--- config.mk ---
export PLATFORM = sky130hd
export DESIGN_NAME = varint_field_serializer
export DESIGN_NICKNAME = d
export VERILOG_FILES = /design/src/rtl/varint_field_serializer.sv
export SDC_FILE = /design/constraint.sdc
export NUM_CORES = 1
export LEC_CHECK = 0
export BUFFER_PORTS_ARGS = -buffer_cell sky130_fd_sc_hd__buf_4
export CORE_UTILIZATION = 50
export DETAILED_ROUTE_END_ITERATION = 8
export PLACE_DENSITY = 0.77
export SYNTH_ARGS = -nofsm -noshare
export SYNTH_HDL_FRONTEND = slang
export SYNTH_SLANG_ARGS = --single-unit
export TNS_END_PERCENT = 30
--- constraint.sdc ---
create_clock -name clk -period 7.5 [get_ports clk]
set_clock_uncertainty 0.2 [all_clocks]
set_input_delay 1.5 -clock clk [delete_from_list [all_inputs] [get_ports clk]]
set_output_delay 1.5 -clock clk [all_outputs]
set_load 0.005 [all_outputs]
--- src/rtl/varint_field_serializer.sv ---
// varint_field_serializer
//
// Serializes one object-buffer table entry at a time into protobuf wire
// format. A scalar entry reads its 64-bit value from memory at base+offset.
// It then emits the key (tag) varint followed by the value varint, one byte
// per cycle. A nested entry emits only its key, with wire type 2. A
// field_id of 0 is the end marker and produces no bytes.
//
// Ports:
//   clk, reset           clock; synchronous active-low reset
//   entry, entry_valid   table entry; packed as {nested, offset, field_id}
//   cpp_base_addr        base address of the current C++ object
//   ser_ready            high only while idle (entry is captured then)
//   ser_done             one-cycle pulse after an entry is fully serialized
//   mem_req_*            read request (valid/ready) with address
//   mem_resp_*           read response (valid only, no backpressure)
//   out_byte*, out_last  serialized byte stream (valid/ready)
//   dbg_state            current FSM state
//
// Handshakes: a transfer happens on a posedge where valid & ready are both
// high. A valid source holds its payload stable until the transfer happens.
// mem_resp_valid is a one-sided strobe that is honoured only while waiting.
module varint_field_serializer #(
  parameter int ADDR_W     = 64,
  parameter int DATA_W     = 64,
  parameter int FIELD_ID_W = 29,
  parameter int OFFSET_W   = 32,
  parameter int ENTRY_W    = FIELD_ID_W + OFFSET_W + 1
) (
  input  logic              clk,
  input  logic              reset,
  input  logic [ENTRY_W-1:0] entry,
  input  logic              entry_valid,
  input  logic [ADDR_W-1:0] cpp_base_addr,
  output logic              ser_ready,
  output logic              ser_done,
  output logic              mem_req_valid,
  output logic [ADDR_W-1:0] mem_req_addr,
  input  logic              mem_req_ready,
  input  logic              mem_resp_valid,
  input  logic [DATA_W-1:0] mem_resp_data,
  output logic [7:0]        out_byte,
  output logic              out_byte_valid,
  input  logic              out_byte_ready,
  output logic              out_last,
  output logic [2:0]        dbg_state
);

  localparam int TAG_W = FIELD_ID_W + 3;

  typedef enum logic [2:0] {
    S_IDLE = 3'd0,
    S_REQ  = 3'd1,
    S_WAIT = 3'd2,
    S_TAG  = 3'd3,
    S_VAL  = 3'd4,
    S_DONE = 3'd5
  } state_t;

  state_t              state_q, state_d;
  logic                nested_q, nested_d;
  logic [ADDR_W-1:0]   addr_q, addr_d;
  logic [DATA_W-1:0]   sh_q, sh_d;   // varint shift register (tag, then value)
  logic [DATA_W-1:0]   val_q, val_d; // field value, parked while the tag is sent

  logic [FIELD_ID_W-1:0] e_fid;
  logic [OFFSET_W-1:0]   e_off;
  logic                  e_nested;
  logic [2:0]            wire_type;
  logic                  last_grp;
  logic                  byte_xfer;

  assign e_fid     = entry[FIELD_ID_W-1:0];
  assign e_off     = entry[FIELD_ID_W +: OFFSET_W];
  assign e_nested  = entry[ENTRY_W-1];
  assign wire_type = e_nested ? 3'd2 : 3'd0;

  // The current group is the last one when nothing nonzero remains above it.
  assign last_grp  = ~|sh_q[DATA_W-1:7];
  assign byte_xfer = out_byte_valid & out_byte_ready;

  always_comb begin
    state_d  = state_q;
    nested_d = nested_q;
    addr_d   = addr_q;
    sh_d     = sh_q;
    val_d    = val_q;
    case (state_q)
      S_IDLE: begin
        if (entry_valid) begin
          nested_d = e_nested;
          // The address wraps modulo 2^ADDR_W.
          addr_d   = cpp_base_addr + {{(ADDR_W-OFFSET_W){1'b0}}, e_off};
          // The tag is loaded now so that it is ready whenever TAG begins.
          sh_d     = {{(DATA_W-TAG_W){1'b0}}, e_fid, wire_type};
          if (e_fid == '0) begin
            sh_d    = '0;
            state_d = S_DONE;
          end else if (e_nested) begin
            state_d = S_TAG;
          end else begin
            state_d = S_REQ;
          end
        end
      end
      S_REQ: begin
        if (mem_req_ready) state_d = S_WAIT;
      end
      S_WAIT: begin
        if (mem_resp_valid) begin
          val_d   = mem_resp_data;
          state_d = S_TAG;
        end
      end
      S_TAG: begin
        if (byte_xfer) begin
          sh_d = sh_q >> 7;
          if (last_grp) begin
            if (nested_q) begin
              state_d = S_DONE;
            end else begin
              sh_d    = val_q;
              state_d = S_VAL;
            end
          end
        end
      end
      S_VAL: begin
        if (byte_xfer) begin
          sh_d = sh_q >> 7;
          if (last_grp) state_d = S_DONE;
        end
      end
      S_DONE: begin
        state_d = S_IDLE;
      end
      default: begin
        state_d = S_IDLE;
      end
    endcase
  end

  always_ff @(posedge clk) begin
    if (!reset) begin
      state_q  <= S_IDLE;
      nested_q <= 1'b0;
      addr_q   <= '0;
      sh_q     <= '0;
      val_q    <= '0;
    end else begin
      state_q  <= state_d;
      nested_q <= nested_d;
      addr_q   <= addr_d;
      sh_q     <= sh_d;
      val_q    <= val_d;
    end
  end

  assign ser_ready      = (state_q == S_IDLE);
  assign ser_done       = (state_q == S_DONE);
  assign mem_req_valid  = (state_q == S_REQ);
  assign mem_req_addr   = addr_q;
  assign out_byte_valid = (state_q == S_TAG) || (state_q == S_VAL);
  assign out_byte       = out_byte_valid ? {~last_grp, sh_q[6:0]} : 8'h00;
  // The final byte of the field is the last value byte for scalar entries,
  // and the last tag byte for nested entries.
  assign out_last       = out_byte_valid && last_grp &&
                          ((state_q == S_VAL) || nested_q);
  assign dbg_state      = state_q;

endmodule

== After elaboration in Yosys (flattened, before gate mapping) ==
Cells that the tools add are included.

* Register bits: 196
* Output and inout bits: 80
* Word-level logic and storage cells: 52
* Input bits: 196

* Bitwise logic cells: 1
* Add/sub/neg operators: 1
* Multiplexer cells: 20
* Equality and inequality tests: 12
* Reduce and logical (&&, ||, !) cells: 13

{| class="wikitable"
|+ Operator list
! kind !! number
|-
| $mux W64 || 5
|-
| $pmux W64 S3 || 1
|-
| $add A64 B32 Y64 || 1
|-
| $reduce_or A57 Y1 || 1
|-
| $mux W32 || 1
|-
| $logic_not A29 Y1 || 1
|-
| $mux W3 || 8
|-
| $pmux W3 S5 || 1
|-
| $ne A2 B2 Y1 const B || 6
|-
| $mux W8 || 1
|-
| $reduce_and A7 Y1 || 1
|-
| $eq A3 B2 Y1 const B || 2
|-
| $eq A3 B3 Y1 const B || 2
|-
| $mux W2 || 2
|-
| $reduce_and A2 Y1 || 2
|-
| $reduce_and A4 Y1 || 1
|-
| $eq A3 B1 Y1 const B || 1
|-
| $logic_not A3 Y1 || 1
|-
| $reduce_bool A3 Y1 || 1
|-
| $logic_and A1 B1 Y1 || 2
|-
| $logic_or A1 B1 Y1 || 2
|-
| $ne A2 B1 Y1 const B || 1
|-
| $and A1 B1 Y1 || 1
|-
| $logic_not A1 Y1 || 1
|-
| $mux W1 || 1
|}

== Depth between registers and ports, before layout ==
* Depth in word-level cells: 5
* Mapped depth: 12

== Worst setup path before layout ==
No wires, ideal clock.

* Path kind: in2reg
* Start: input port entry[29]
* End: register addr_q[58], in the netlist mem_req_addr[58]
* Setup slack: 3.382 ns
* Required time: 7.163 ns
* Stages on the path: 12
* Path buffers: 2
* Arrival time: 3.781 ns
* Cells stage by stage: ha_1 fa_1 a211oi_1 o32ai_2 a21oi_2 a31oi_1 and3_1 buf_4 o211ai_4 buf_6 or3_1 a31oi_1

* Word-level cells in the longest chain between the ends: 1

{| class="wikitable"
|+ RTL lines
! item !! line !! source
|-
| start: declaration || 32 || <nowiki>input logic [ENTRY_W-1:0] entry,</nowiki>
|-
| $add A64 B32 Y64 || 93 || <nowiki>addr_d = cpp_base_addr + {{(ADDR_W-OFFSET_W){1'b0}}, e_off};</nowiki>
|-
| end signal: assignment || 153 || <nowiki>addr_q <= addr_d;</nowiki>
|-
| end: declaration || 62 || <nowiki>logic [ADDR_W-1:0] addr_q, addr_d;</nowiki>
|}

No other way between the ends.
A chain may end at the register's enable or synchronous reset.

== Worst setup path after layout ==
* Start: register state_q[2], in the netlist dbg_state[2]
* End: output port out_byte[2]

* Word-level cells in the longest chain between the ends: 3
* Elaborated cells between the ends (all ways): 4
* Those cells by class: eq/ne: 2; mux: 1; reduce/logical: 1

{| class="wikitable"
|+ RTL lines
! item !! line !! source
|-
| start: declaration || 60 || <nowiki>state_t state_q, state_d;</nowiki>
|-
| start signal: assignment || 151 || <nowiki>state_q <= state_d;</nowiki>
|-
| $eq A3 B2 Y1 or $eq A3 B3 Y1 (tied branches) || 163 || <nowiki>assign out_byte_valid = (state_q == S_TAG) || (state_q == S_VAL);</nowiki>
|-
| $logic_or A1 B1 Y1 (*) || 163 ||
|-
| $mux W8 (*) || 164 || <nowiki>assign out_byte = out_byte_valid ? {~last_grp, sh_q[6:0]} : 8'h00;</nowiki>
|-
| end: declaration || 42 || <nowiki>output logic [7:0] out_byte,</nowiki>
|}

Mark *: on every way between the ends. The rest lies on a longest branch, timed or not.

==> impl_table.tex <==
\begin{tabular}{lr}
\hline
Metric & Value \\
\hline
\multicolumn{2}{l}{\textbf{Outcome}} \\
\quad Run status & completed \\
\multicolumn{2}{l}{\textbf{Route}} \\
\quad Average vias per placed instance & 5.86 \\
\quad Routed via count & 10,600 \\
\quad Remaining number of nets flagged by the antenna check after routing & 0 \\
\quad Drt drc & 0 \\
\quad Violation count after the first detailed-route iteration & 639 \\
\quad Number of search-and-repair iterations in the first detailed-routing pass & 5 \\
\quad Aggregate routed wire length & 31,100 um \\
\quad Average detailed-routed wire length per instance & 17.2 um \\
\multicolumn{2}{l}{\textbf{Synthesis}} \\
\quad Flip-flop cell with the highest count after synthesis & sky130\_fd\_sc\_hd\_\_dfxtp\_1 \\
\quad Adder-cell area share of the yosys netlist & 4.13\% \\
\quad Share of the synthesized area in the top cell type & 38.5\% \\
\quad Share of flip-flops with an asynchronous set or reset after synthesis & 0\% \\
\quad Cell area after technology mapping & 10,200 um\^{}2 \\
\quad Yosys synthesis warning count & 0 \\
\quad Share of the synthesized area in compound gates (AO/OA/AOI/OAI) & 26.2\% \\
\quad Mean area per synthesized cell & 7.64 um\^{}2 \\
\quad Net count after synthesis & 1,561 \\
\quad Number of instances in the synthesized netlist & 1,332 \\
\quad Xor/xnor cell area share of the yosys netlist & under 10\% \\
\quad Main combinational cell family by area after synthesis & compound AO/OA/AOI/OAI gates \\
\quad Mux cell area share after synthesis & 0.197\% \\
\quad Cells taking the most area after synthesis & sky130\_fd\_sc\_hd\_\_dfxtp\_1, sky130\_fd\_sc\_hd\_\_a21oi\_1, sky130\_fd\_sc\_hd\_\_nand2\_1 \\
\quad Cell type contributing the most total cell area after synthesis & sky130\_fd\_sc\_hd\_\_dfxtp\_1 \\
\quad Simple-gate portion of the synthesized area & 23.3\% \\
\quad Synth Register Bits & 196 \\
\quad Count of unique library cells instantiated by Yosys & 65 \\
\quad Number of flops mapped to enable cells by yosys & 0 \\
\quad Post-synthesis sequential area ratio & between 30 and 40\% \\
\multicolumn{2}{l}{\textbf{STA}} \\
\quad Setup repair after global routing missed its margin & false \\
\quad Number of endpoints with negative hold slack in the final report & 0 \\
\quad Worst Max-Slew Pin Slew & 1.27 ns \\
\quad Aggregate negative setup slack & 0 ns \\
\quad Rel. slew slack & 15.6\% \\
\quad Fin. max-slew vios & 0 \\
\quad Count of final setup violators & 0 \\
\quad Share of the clock period used by the worst path & 63.7\% \\
\quad Fmax & 209 MHz \\
\quad Minimum clock period & 4.78 ns \\
\multicolumn{2}{l}{\textbf{Min path}} \\
\quad Instance count along the most critical hold path & 2 \\
\quad Worst min path class & reg -> reg \\
\quad Worst Hold End & mem\_req\_addr[3] \\
\quad HP Start & mem\_req\_addr[3] \\
\multicolumn{2}{l}{\textbf{Worst setup path}} \\
\quad Setup crit end kind & primary output \\
\quad Worst Reg2Reg Path Length in Cells & 7 \\
\quad Reg2reg end & sh\_q[46] \\
\quad Worst setup path startpoint & dbg\_state[2] \\
\quad R2R Setup Slk & between 3 and 4 ns \\
\quad Kind of start point of the critical path & flip-flop \\
\quad Worst setup path class & reg -> out \\
\quad Worst path arrival time & 3.08 ns \\
\quad Data required time of the worst path & roughly 5.8 ns \\
\quad Reg2Reg Launch Point & sh\_q[40] \\
\quad Largest fanout on the critical path & 38 \\
\multicolumn{2}{l}{\textbf{Global routing}} \\
\quad Pin count of the biggest net entering global routing & 95 \\
\quad First-pass GRT wire length & 48,500 um \\
\quad Antenna violations before repair & 0 \\
\quad Total Routing Usage GR & about 29\% \\
\quad Vias in the first global route & approximately 9,700 \\
\quad Remaining global-route overflow & 0 \\
\multicolumn{2}{l}{\textbf{CTS}} \\
\quad CTS tree & done \\
\quad Deepest clock path buffer count & 2 \\
\quad Hold-fix buffer count after cts & 0 \\
\quad Buffer type at the clock tree root & sky130\_fd\_sc\_hd\_\_clkbuf\_16 \\
\quad Clock insertion delay at the later pin of the skew report & 0.44 ns \\
\quad Post-cts resize count & 0 \\
\quad Clk slew on worst S/H paths & 0.08 ns \\
\quad H-tree level count & 4 \\
\quad \# Post-CTS Setup Buffers & 0 \\
\quad Number of buffers created by CTS & 17 \\
\quad Count of clock tree sinks & 196 \\
\multicolumn{2}{l}{\textbf{Placement}} \\
\quad HPWL after DPL & roughly 22,000 um \\
\quad Count of port buffers added during placement & 275 \\
\quad Total instance count after detailed placement & approximately 1,800 \\
\quad Routability congestion estimate from global placement & approximately 0.94 \\
\multicolumn{2}{l}{\textbf{Pwr}} \\
\quad Maximum VDD drop & 0.201 mV \\
\quad Static Leakage & 5.07 nW \\
\quad Power per cell area & 307 nW/um\^{}2 \\
\multicolumn{2}{l}{\textbf{Floorplan}} \\
\quad Row Count & slightly above 50 \\
\quad Width of the die & approximately 140 um \\
\quad Die area & between 20,000 and 25,000 um\^{}2 \\
\quad Floorplan die height & 145 um \\
\quad Core area & 19,700 um\^{}2 \\
\quad I/O pins & 276 \\
\quad Initial core utilization & between 50\% and 60\% \\
\multicolumn{2}{l}{\textbf{Cells and area}} \\
\quad Fillcell total & $\sim$1,700 \\
\quad Antenna cell count & 0 \\
\quad Storage element area & slightly below 4000 um\^{}2 \\
\quad Layout cell share with drive strength beyond 1 & about 22\% \\
\quad Layout-stage area growth over the synthesis result & 26.0\% \\
\quad Layout net count & 1,761 \\
\quad Multi-input gate area & slightly below 6000 um\^{}2 \\
\quad Layout Cells excl Fill & 1,810 \\
\multicolumn{2}{l}{\textbf{Job}} \\
\quad Max-capacitance violation count & 0 \\
\hline
\end{tabular}
==> worst max-delay path by stage <==
stage                                   to  slack (ns)  depth (start not counted)
after floorplan           mem_req_addr[58]        3.38                         12
after detailed placement  mem_req_addr[56]        2.88                         11
final                          out_byte[2]        2.72                          7
after global placement    mem_req_addr[54]        2.93                         11
after global routing           out_byte[1]        2.51                          7
after CTS                      out_byte[1]        2.71                          7
==> state kept, by name, summed over array words and instances (netlist names) <==
register,cells
nested_q,1
sh_q,64
mem_req_addr,64
dbg_state,3
val_q,64
==> metrics by stage <==
step / total power [mW] / area [um^2] / utilization [%] / setup WS [ns] / hold WS (ns)
floorplan: 2.46 / 10200 / - / 3.38 / 0.227
global placement: 3.01 / 12300 / 62.1 / 2.93 / 0.237
detailed placement: 3.03 / 12300 / 62.1 / 2.88 / 0.242
CTS: 3.93 / 12800 / 65.1 / 2.71 / 0.255
global route: 4.18 / 12800 / 65.1 / 2.51 / 0.272
finish: 3.94 / 12800 / 65.1 / 2.72 / 0.251
==> kinds of logic (layout without fill, tap and decap cells) <==
logic type                 Yosys count  in the layout
AOI/OAI and AO/OA                  428            428
and+or+nand+nor                    521            521
adders and majority gates           33             33
DFF                                196            196
muxes                                2              2
xor gates and xnor gates            33             33
buffers and inverters              119            332
==> synthesized netlist by cell type (20+ instances only) <==
library cell and number:
sky130_fd_sc_hd__nand4_1 20, sky130_fd_sc_hd__a21oi_1 203, sky130_fd_sc_hd__clkbuf_1 74, sky130_fd_sc_hd__nor3_1 39
sky130_fd_sc_hd__nand3_1 39, sky130_fd_sc_hd__dfxtp_1 196, sky130_fd_sc_hd__a31oi_1 21, sky130_fd_sc_hd__ha_1 32
sky130_fd_sc_hd__o221ai_1 31, sky130_fd_sc_hd__a221oi_1 28, sky130_fd_sc_hd__nor2_1 88, sky130_fd_sc_hd__nor4_1 23
sky130_fd_sc_hd__o21ai_0 57, sky130_fd_sc_hd__nand2_1 240
==> worst max-delay path, cell delays in order, from the launching register on <==
cell,delay (ns)
sky130_fd_sc_hd__dfxtp_1,0.52
sky130_fd_sc_hd__inv_1,0.12
sky130_fd_sc_hd__nor3_2,0.18
sky130_fd_sc_hd__buf_4,0.34
sky130_fd_sc_hd__nor2_1,0.18
sky130_fd_sc_hd__inv_1,0.90
sky130_fd_sc_hd__and2_1,0.29
sky130_fd_sc_hd__buf_4,0.13
==> power by group <==
part	total (mW)	leakage (nW)	internal, mW	switching, mW
logic	1.53	3.19	0.628	0.900
registers	1.50	1.60	1.31	0.196
clock network	0.903	0.282	0.452	0.451
total	3.94	5.07	2.39	1.55
==> per-layer routing <==
layer  track usage [%]  vias up  share of wire (%)
li1                  -     5226                  -
met5                 0        -                  0
met3              7.04       68                7.7
met4              12.8        0                3.1
met1              36.4     4901                 41
met2              48.8      415                 48
==> layout by cell type (no fill, tap or decap), types with 3 or more instances in the layout <==
cell type	instances
sky130_fd_sc_hd__a211oi_1	19
sky130_fd_sc_hd__a21o_1	12
sky130_fd_sc_hd__a21oi_1	203
sky130_fd_sc_hd__a221oi_1	28
sky130_fd_sc_hd__a311o_1	3
sky130_fd_sc_hd__a31oi_1	21
sky130_fd_sc_hd__and2_1	10
sky130_fd_sc_hd__and3_1	11
sky130_fd_sc_hd__and4_1	5
sky130_fd_sc_hd__buf_4	284
sky130_fd_sc_hd__clkbuf_16	17
sky130_fd_sc_hd__dfxtp_1	196
sky130_fd_sc_hd__ha_1	32
sky130_fd_sc_hd__inv_1	15
sky130_fd_sc_hd__inv_8	5
sky130_fd_sc_hd__nand2_1	240
sky130_fd_sc_hd__nand2b_1	5
sky130_fd_sc_hd__nand3_1	38
sky130_fd_sc_hd__nand4_1	20
sky130_fd_sc_hd__nor2_1	88
sky130_fd_sc_hd__nor2b_1	6
sky130_fd_sc_hd__nor3_1	38
sky130_fd_sc_hd__nor4_1	23
sky130_fd_sc_hd__o2111ai_1	3
sky130_fd_sc_hd__o211ai_1	9
sky130_fd_sc_hd__o21a_1	3
sky130_fd_sc_hd__o21ai_0	57
sky130_fd_sc_hd__o21ai_1	5
sky130_fd_sc_hd__o21bai_1	4
sky130_fd_sc_hd__o221ai_1	31
sky130_fd_sc_hd__o31ai_1	8
sky130_fd_sc_hd__or2_2	4
sky130_fd_sc_hd__or3_1	13
sky130_fd_sc_hd__or4_1	6
sky130_fd_sc_hd__xnor2_1	19
sky130_fd_sc_hd__xor2_1	14
==> final cells by class <==
type / count / share of cell area [%]
Clock buffer: 18 / 3.42
Clock inverter: 14 / 1.09
Inverter: 16 / 0.488
Multi-Input combinational cell: 1017 / 45.2
Sequential cell: 196 / 30.6
Tap cell: 265 / 2.58
Timing Repair Buffer: 284 / 16.6
(Power assumes the default switching activity.)
